$ cat config.mk
export PLATFORM = sky130hd
export DESIGN_NAME = vector_pool_mc_flat
export DESIGN_NICKNAME = d
export VERILOG_FILES = /design/src/rtl/vector_pool_mc_if.sv /design/src/rtl/vector_pool_mc.sv /design/src/flat_wrapper.sv
export SDC_FILE = /design/constraint.sdc
export NUM_CORES = 1
export LEC_CHECK = 0
export BUFFER_PORTS_ARGS = -buffer_cell sky130_fd_sc_hd__buf_2
export CAP_MARGIN = 20
export CORE_UTILIZATION = 45
export CTS_CLUSTER_SIZE = 25
export DETAILED_ROUTE_END_ITERATION = 12
export GPL_TIMING_DRIVEN = 0
export PLACE_DENSITY = 0.75
export SLEW_MARGIN = 20
export SYNTH_ARGS = -nofsm -noshare
export SYNTH_HDL_FRONTEND = slang
export SYNTH_SLANG_ARGS = --single-unit
$ cat constraint.sdc
create_clock -name clk -period 2.2 [get_ports clk]
set_input_delay 0.22 -clock clk [delete_from_list [all_inputs] [get_ports clk]]
set_output_delay 0.22 -clock clk [all_outputs]
set_load 0.01 [all_outputs]
$ cat src/rtl/vector_pool_mc_if.sv
// Bus bundle for the multi-channel pooling reducer: input beat stream
// and the registered pooled-result side.
interface vector_pool_mc_if #(
  parameter int CH    = 4,
  parameter int DIN_W = 16,
  parameter int CNT_W = 8
);
  logic                  op_din_en;
  logic                  op_din_eop;
  logic [CH*DIN_W-1:0]   op_din;
  logic                  op_dout_en;
  logic [CH*DIN_W-1:0]   op_dout;
  logic [CNT_W-1:0]      op_dout_cnt;
  logic                  op_dout_ovf;

  // Producer of beats / consumer of results
  modport master (
    output op_din_en, op_din_eop, op_din,
    input  op_dout_en, op_dout, op_dout_cnt, op_dout_ovf
  );

  // The reducer itself
  modport slave (
    input  op_din_en, op_din_eop, op_din,
    output op_dout_en, op_dout, op_dout_cnt, op_dout_ovf
  );
endinterface

$ cat src/rtl/vector_pool_mc.sv
// Multi-channel pooling reducer: per-lane max or rounded average over a
// window of beats terminated by eop, optional ReLU, beat count and
// sticky overflow. Result is registered one cycle after the eop beat.
module vector_pool_mc #(
  parameter int CH        = 4,
  parameter int DIN_W     = 16,
  parameter int MODE      = 0,
  parameter int AVG_SHIFT = 2,
  parameter int CNT_W     = 8,
  parameter int RELU      = 0
) (
  input logic              clk,
  input logic              rst,
  vector_pool_mc_if.slave  bus
);

  // One accumulator width for both modes; in max mode the extra bits are
  // just sign extension, which keeps the compare and the sum uniform.
  localparam int ACC_W = DIN_W + CNT_W;

  localparam logic signed [ACC_W-1:0] ACC_INIT = (MODE == 0) ?
    {{(CNT_W+1){1'b1}}, {(DIN_W-1){1'b0}}} : {ACC_W{1'b0}};

  localparam logic [CNT_W-1:0] CNT_MAX = {CNT_W{1'b1}};
  localparam logic [CNT_W-1:0] CNT_ONE = CNT_W'(1'b1);

  // Rounding constant 2^(AVG_SHIFT-1), zero when no division is applied.
  localparam int RND_SH = (AVG_SHIFT > 0) ? AVG_SHIFT - 1 : 0;
  localparam logic signed [ACC_W:0] RND_S = (AVG_SHIFT > 0) ?
    ({{ACC_W{1'b0}}, 1'b1} << RND_SH) : {(ACC_W+1){1'b0}};

  localparam logic signed [ACC_W:0] SAT_HI =
    {{(ACC_W-DIN_W+2){1'b0}}, {(DIN_W-1){1'b1}}};
  localparam logic signed [ACC_W:0] SAT_LO =
    {{(ACC_W-DIN_W+2){1'b1}}, {(DIN_W-1){1'b0}}};

  logic signed [ACC_W-1:0] acc_q   [CH];
  logic signed [ACC_W-1:0] acc_d   [CH];
  logic signed [ACC_W-1:0] acc_nxt [CH];
  logic [CNT_W-1:0]        cnt_q, cnt_d, cnt_nxt;
  logic                    ovf_q, ovf_d, ovf_nxt;
  logic                    dout_en_q, dout_en_d;
  logic [CH*DIN_W-1:0]     dout_q, dout_d;
  logic [CNT_W-1:0]        dout_cnt_q, dout_cnt_d;
  logic                    dout_ovf_q, dout_ovf_d;

  // Sign-extend one input lane to accumulator width.
  function automatic logic signed [ACC_W-1:0] ext_lane(input logic [DIN_W-1:0] x);
    return {{CNT_W{x[DIN_W-1]}}, x};
  endfunction

  // Turn a lane accumulator into the output lane: round/shift/saturate in
  // average mode, pass through in max mode, then optional ReLU.
  function automatic logic [DIN_W-1:0] finish_lane(input logic signed [ACC_W-1:0] a);
    logic signed [ACC_W:0] wide_s;
    logic signed [ACC_W:0] shr_s;
    logic [DIN_W-1:0]      r;
    wide_s = {a[ACC_W-1], a};
    shr_s  = wide_s;
    if (MODE == 1) begin
      wide_s = wide_s + RND_S;
      shr_s  = wide_s >>> AVG_SHIFT;
      if (shr_s > SAT_HI) begin
        r = SAT_HI[DIN_W-1:0];
      end else if (shr_s < SAT_LO) begin
        r = SAT_LO[DIN_W-1:0];
      end else begin
        r = shr_s[DIN_W-1:0];
      end
    end else begin
      r = a[DIN_W-1:0];
    end
    if ((RELU == 1) && r[DIN_W-1]) begin
      r = {DIN_W{1'b0}};
    end else begin
      r = r;
    end
    return r;
  endfunction

  // Fold the current beat into the window state and, on eop, form the
  // result and reinitialise so the next cycle can start a new window.
  always_comb begin
    acc_nxt    = acc_q;
    acc_d      = acc_q;
    cnt_nxt    = cnt_q;
    ovf_nxt    = ovf_q;
    cnt_d      = cnt_q;
    ovf_d      = ovf_q;
    dout_en_d  = 1'b0;
    dout_d     = dout_q;
    dout_cnt_d = dout_cnt_q;
    dout_ovf_d = dout_ovf_q;

    for (int k = 0; k < CH; k++) begin
      if (bus.op_din_en) begin
        if (MODE == 0) begin
          if (ext_lane(bus.op_din[k*DIN_W +: DIN_W]) > acc_q[k]) begin
            acc_nxt[k] = ext_lane(bus.op_din[k*DIN_W +: DIN_W]);
          end else begin
            acc_nxt[k] = acc_q[k];
          end
        end else begin
          acc_nxt[k] = acc_q[k] + ext_lane(bus.op_din[k*DIN_W +: DIN_W]);
        end
      end else begin
        acc_nxt[k] = acc_q[k];
      end
    end

    if (bus.op_din_en) begin
      if (cnt_q == CNT_MAX) begin
        cnt_nxt = cnt_q;
        ovf_nxt = 1'b1;
      end else begin
        cnt_nxt = cnt_q + CNT_ONE;
        ovf_nxt = ovf_q;
      end
    end else begin
      cnt_nxt = cnt_q;
      ovf_nxt = ovf_q;
    end

    if (bus.op_din_en && bus.op_din_eop) begin
      dout_en_d  = 1'b1;
      dout_cnt_d = cnt_nxt;
      dout_ovf_d = ovf_nxt;
      for (int k = 0; k < CH; k++) begin
        dout_d[k*DIN_W +: DIN_W] = finish_lane(acc_nxt[k]);
        acc_d[k] = ACC_INIT;
      end
      cnt_d = {CNT_W{1'b0}};
      ovf_d = 1'b0;
    end else begin
      acc_d = acc_nxt;
      cnt_d = cnt_nxt;
      ovf_d = ovf_nxt;
    end
  end

  // State and output registers with synchronous reset.
  always_ff @(posedge clk) begin
    if (rst) begin
      for (int k = 0; k < CH; k++) begin
        acc_q[k] <= ACC_INIT;
      end
      cnt_q      <= {CNT_W{1'b0}};
      ovf_q      <= 1'b0;
      dout_en_q  <= 1'b0;
      dout_q     <= {(CH*DIN_W){1'b0}};
      dout_cnt_q <= {CNT_W{1'b0}};
      dout_ovf_q <= 1'b0;
    end else begin
      acc_q      <= acc_d;
      cnt_q      <= cnt_d;
      ovf_q      <= ovf_d;
      dout_en_q  <= dout_en_d;
      dout_q     <= dout_d;
      dout_cnt_q <= dout_cnt_d;
      dout_ovf_q <= dout_ovf_d;
    end
  end

  assign bus.op_dout_en  = dout_en_q;
  assign bus.op_dout     = dout_q;
  assign bus.op_dout_cnt = dout_cnt_q;
  assign bus.op_dout_ovf = dout_ovf_q;

endmodule

$ cat src/flat_wrapper.sv
// flat-port wrapper written by rule: the top's interface ports become plain ports
module vector_pool_mc_flat 
#(
  parameter int CH        = 4,
  parameter int DIN_W     = 16,
  parameter int MODE      = 0,
  parameter int AVG_SHIFT = 2,
  parameter int CNT_W     = 8,
  parameter int RELU      = 0
)
  (clk, rst, bus_op_din_en, bus_op_din_eop, bus_op_din, bus_op_dout_en, bus_op_dout, bus_op_dout_cnt, bus_op_dout_ovf);
  vector_pool_mc_if #(.CH(CH), .DIN_W(DIN_W), .CNT_W(CNT_W)) bus_i ();
  input logic clk;
  input logic rst;
  input wire logic [$bits(bus_i.op_din_en)-1:0] bus_op_din_en;
  input wire logic [$bits(bus_i.op_din_eop)-1:0] bus_op_din_eop;
  input wire logic [$bits(bus_i.op_din)-1:0] bus_op_din;
  output wire logic [$bits(bus_i.op_dout_en)-1:0] bus_op_dout_en;
  output wire logic [$bits(bus_i.op_dout)-1:0] bus_op_dout;
  output wire logic [$bits(bus_i.op_dout_cnt)-1:0] bus_op_dout_cnt;
  output wire logic [$bits(bus_i.op_dout_ovf)-1:0] bus_op_dout_ovf;
  assign bus_i.op_din_en = bus_op_din_en;
  assign bus_i.op_din_eop = bus_op_din_eop;
  assign bus_i.op_din = bus_op_din;
  assign bus_op_dout_en = bus_i.op_dout_en;
  assign bus_op_dout = bus_i.op_dout;
  assign bus_op_dout_cnt = bus_i.op_dout_cnt;
  assign bus_op_dout_ovf = bus_i.op_dout_ovf;
  vector_pool_mc #(.CH(CH), .DIN_W(DIN_W), .MODE(MODE), .AVG_SHIFT(AVG_SHIFT), .CNT_W(CNT_W), .RELU(RELU)) u_core (.clk(clk), .rst(rst), .bus(bus_i));
endmodule
Yosys cells after proc, flatten, opt, wreduce, memory -nomap -nowiden --
Index checks and enable logic that the tools add are counted.
Operators by class: add/subtract/negate cells 1, reductions and logical operators 6, equal/unequal tests 1, $lt $le $gt $ge 4, mux-type cells 13
Operators with widths (number):
- 16-bit 2-to-1 mux | 8
- 16-bit by 17-bit greater-than comparator with 1-bit output | 4
- 8-bit 2-to-1 mux | 2
- 8-bit by 1-bit adder with 8-bit output, second input constant | 1
- 8-bit equality test, second input constant | 1
- 2-bit AND reduction | 4
- 1-bit 2-to-1 mux | 3
- 2-bit OR reduction | 1
- 1-bit logical AND | 1
Storage, ports and cells: output and inout port bits 74, bits of input ports 68, logic and storage cells 39, flip-flop bits (word level) 151

Logic depth before layout (Yosys ltp) --
word-level depth 3, depth in mapped cells 11, gate-level depth less buffers 9

Worst setup path after synthesis --
Ideal clock, no wire load.
kind register to register, start point reg u_core.acc_q[8] in the netlist's numbering, end point reg u_core.dout_q[53], in the netlist u_core.bus.op_dout[53], library setup time 0.106 ns, slack -0.134 ns, stages on the path, launching flop included 11, buffers on the path 1, clock period less this slack 2.334 ns, data arrival time 2.228 ns, data required time 2.094 ns, cell sequence dfxtp_1 > inv_1 > ha_1 > nand4_1 > nor3_1 > a2111oi_0 > or4_4 > a31oi_1 > buf_2 > nand3_1 > o311ai_0
Between the ends: cells in the longest elaborated chain, start to end 3
RTL lines:
- start, declared | line vector_pool_mc.sv:37 | logic signed [ACC_W-1:0] acc_q [CH];
- start signal, assigned by index | line vector_pool_mc.sv:145 | acc_q[k] <= ACC_INIT;
- start signal, assigned | line vector_pool_mc.sv:154 | acc_q <= acc_d;
- 16-bit by 17-bit greater-than comparator with 1-bit output | line vector_pool_mc.sv:98 | if (ext_lane(bus.op_din[k*DIN_W +: DIN_W]) > acc_q[k]) begin
- 16-bit 2-to-1 mux | line vector_pool_mc.sv:98
- 16-bit 2-to-1 mux | line vector_pool_mc.sv:96 | if (bus.op_din_en) begin
- end signal, assigned | line vector_pool_mc.sv:150 | dout_q <= {(CH*DIN_W){1'b0}};
- end signal, assigned | line vector_pool_mc.sv:158 | dout_q <= dout_d;
- end, declared | line vector_pool_mc.sv:43 | logic [CH*DIN_W-1:0] dout_q, dout_d;
Every way passes these cells. A chain may end at the register's enable or synchronous reset.

Worst setup path in the final report --
start point reg u_core.acc_q[4] in the netlist's numbering, end point reg u_core.acc_q[4] in the netlist's numbering
Between the ends: cells in the longest elaborated chain, start to end 3
RTL lines (line):
- 16-bit by 17-bit greater-than comparator with 1-bit output | vector_pool_mc.sv:98
- 16-bit 2-to-1 mux | vector_pool_mc.sv:98
- 16-bit 2-to-1 mux (*) | vector_pool_mc.sv:96
Mark *: on every way between the ends. The rest lies on a longest branch, timed or not.

==> impl_metrics.json <==
{
  "routed_wl_um": 22300,
  "fin_setup_tns_ns": -19.67,
  "report.power.total_w": 0.00864,
  "dp.final_hpwl_um": 12600,
  "cts_sinks": 151,
  "comb_power_share": 0.293,
  "hold_slack_ns": 0.0632,
  "powerDensity_mw_per_mm2": 807,
  "syn-num-nets": 942,
  "violations": "negative setup slack",
  "crit_slowest_cell": "or4_4",
  "die_height_um": 127,
  "status": "complete, but fails checks",
  "die-area_mm2": 0.0162,
  "cp_max_fo": 5,
  "numCtsBuffers": 17,
  "worstSetupPathType": "reg -> reg",
  "syn_area_mm2": 0.00704,
  "num_rows": 45,
  "seq_area_frac_synth": 0.429,
  "grt_usage": 0.249,
  "area_growth_pct": 52.0,
  "cts_tree": "built",
  "ant_nets": 0,
  "internal-power_w": 0.00600,
  "synth_cells": 805,
  "cts_max_level": 4,
  "ys_warn_count": 0,
  "p_sw_w": 0.00264,
  "dpl.cell_count": 1157,
  "clk_path_buf_depth": 2,
  "pre_cts_ws_ns": -0.360,
  "hold_depth": 3,
  "setup_violations": 94,
  "peakVddDrop_mv": 0.510,
  "viasPerCell": 5.60,
  "p_sw_frac": 0.305,
  "rsz0062_at_grt": "yes",
  "root_buffer": "clkbuf_16",
  "max_stage_delay_ns": 0.47,
  "p_leak_nw": 4.25,
  "final_common_cell": "buf_2",
  "skew_ns": 0.00784,
  "drtIter0Drc": 490,
  "dr.pass1.iters": 5,
  "r2r_end": "u_core.acc_q[4]",
  "rrSetupSlack_ns": -0.36,
  "cp-end-kind": "flip-flop",
  "gp_congestion": 0.827,
  "initial_utilization": 0.462,
  "antenna_found_initial": 0,
  "grt_pass1_wl_um": 31400,
  "routedWlPerCell_um": 18.0,
  "instances_no_fill": 1238,
  "reg2regPathDepth": 11,
  "worstPathCellList": "inv_1 -> ha_1 -> nand4_1 -> nor3_2 -> a2111oi_2 -> or4_4 -> a311oi_4 -> buf_6 -> buf_6 -> nand3_2 -> o31ai_1",
  "vias": 6931,
  "finalHoldViolations": 0,
  "async_flop_share": 0,
  "synth_edf_count": 0,
  "drc_errors": 0,
  "holdPathEnd": "u_core.acc_q[2]",
  "syn_avg_cell_area_um2": 8.75,
  "ctsHoldBuffers": 0,
  "grt_pass1_vias": 6392,
  "clock_power_share": 0.358,
  "fmax_mhz": 390,
  "nets": 1151,
  "die-width_um": 127,
  "period_minus_slack_ns": 2.56,
  "grt-ovfl-total": 0,
  "min_path_type": "in -> reg",
  "synth_ff_type": "dfxtp_1",
  "cp-start-kind": "flip-flop",
  "core_area_mm2": 0.0153,
  "io_pins": 142,
  "pwr-share-seq": 0.350,
  "hp-start": "bus_op_din[50]",
  "crit_family": "simple AND/OR/NAND/NOR gates",
  "slew_violations": 0,
  "slew-limit-headroom": 0.362,
  "clk_pin_slew_ns": 0.06,
  "drive_above_1_share": 0.435,
  "cp_data_required_time_ns": 2.53,
  "rr_startpoint": "u_core.acc_q[4]",
  "mostFrequentLayoutCells": "buf_2, dfxtp_1, nand2_1, inv_1, nand3_2",
  "grt_max_degree": 17,
  "worstSkewPairLatency_ns": 0.43,
  "ys_seq_elements": 151,
  "worst_slew_pin_slew_ns": 0.957,
  "worst-path-buf-inv": 3,
  "maxCapViolCount": 0,
  "setup_ws_ns": -0.364,
  "antenna_cells": 0,
  "io_buffers": 141,
  "cp.arrival_ns": 2.90,
  "period_share": 1.17,
  "synth.distinct_cells": 46,
  "crit_path_frequent_cell": "buf_6"
}
[routing by layer]
layer	GRT usage	wire, um	vias up
li1	-	-	3287
met1	0.306	9320	3345
met2	0.412	11100	244
met3	0.0565	1180	55
met4	0.118	680	0
met5	0	0	-
[registers in the layout, summed over array words and instances (netlist names)]
signal,flops
u_core.acc_q,68
u_core.bus.op_dout,64
u_core.bus.op_dout_cnt,8
u_core.cnt_q,8
u_core.bus.op_dout_en,1
u_core.bus.op_dout_ovf,1
u_core.ovf_q,1
[final cells by class]
class	instances	area, um2
Buffer	44	310
Clock buffer	21	440
Clock inverter	11	175
Fill cell	1074	4560
Inverter	75	284
Multi-Input combinational cell	533	4930
Sequential cell	151	3050
Tap cell	211	264
Timing Repair Buffer	192	1240
[stage by stage]
step / utilization / instance area, um2
after detailed placement: 0.529 / 8080
after CTS: 0.623 / 9510
after global routing: 0.701 / 10700
final: 0.701 / 10700
after floorplan: - / 7110
after global placement: 0.529 / 8080
[synthesized netlist by cell type, types with 3 or more instances]
library cell  instances  share of area
a21o_1                3         0.0032
a21oi_1              24          0.017
a31oi_1               5         0.0044
buf_2                13         0.0092
clkbuf_1             30          0.016
dfxtp_1             151           0.43
ha_1                 69           0.12
inv_1                75          0.040
mux2i_1              38          0.054
nand2_1              94          0.050
nand2b_1              3         0.0027
nand3_1              71          0.050
nand4_1              16          0.014
nor2_1               52          0.028
nor3_1                5         0.0036
o21ai_0              62          0.044
o311ai_0             29          0.036
o31ai_1              28          0.030
xor2_1                3         0.0037
[cells by family (layout without fill, tap and decap cells)]
family / Yosys count / after routing / synth area share
AND/OR/NAND/NOR: 253 / 253 / 0.161
AO/OA/AOI/OAI: 169 / 169 / 0.161
flip-flops: 151 / 151 / 0.429
XOR/XNOR: 4 / 4 / 0.00498
buffers and inverters: 121 / 343 / 0.0675
adder cells (fa/ha/maj): 69 / 69 / 0.123
multiplexers: 38 / 38 / 0.0540
[worst max path at each step]
stage / end / start / cells after the start / slack, ns
5_1_grt: u_core.acc_q[7] / u_core.acc_q[4] / 11 / -0.42
3_3_place_gp: u_core.bus.op_dout[9] / bus_op_din[15] / 8 / -0.34
4_1_cts: u_core.acc_q[7] / u_core.acc_q[6] / 11 / -0.23
6_report: u_core.acc_q[4] / u_core.acc_q[4] / 11 / -0.36
3_5_place_dp: u_core.bus.op_dout[7] / bus_op_din[15] / 8 / -0.36
2_1_floorplan: u_core.bus.op_dout[24] / u_core.acc_q[50] / 11 / 0.01
[worst reg2reg max path: cells and delay by family (launching register included)]
| kind | cells | cell delay [ns] |
|---|---|---|
| and+or+nand+nor | 4 | 0.84 |
| DFF | 1 | 0.32 |
| buffers and inverters | 3 | 0.42 |
| AOI/OAI and AO/OA | 3 | 0.54 |
| adders and majority gates | 1 | 0.35 |
[what timing repair did]
item / CTS / global route
buffers inserted: 25 / 14
resized for setup: 158 / 211
pin swaps: 46 / 74
setup endpoints to repair: 108 / 129
cloned: 7 / 5
[power by group through the flow]
stage	Clock, W	Sequential (W)	Combinational (W)
after floorplan	0	0.00307	0.000884
after global placement	0	0.00304	0.00134
after detailed placement	0	0.00305	0.00137
after CTS	0.00311	0.00299	0.00185
after global routing	0.00323	0.00304	0.00268
final	0.00309	0.00302	0.00253
Power figures use the tool's default switching activity.
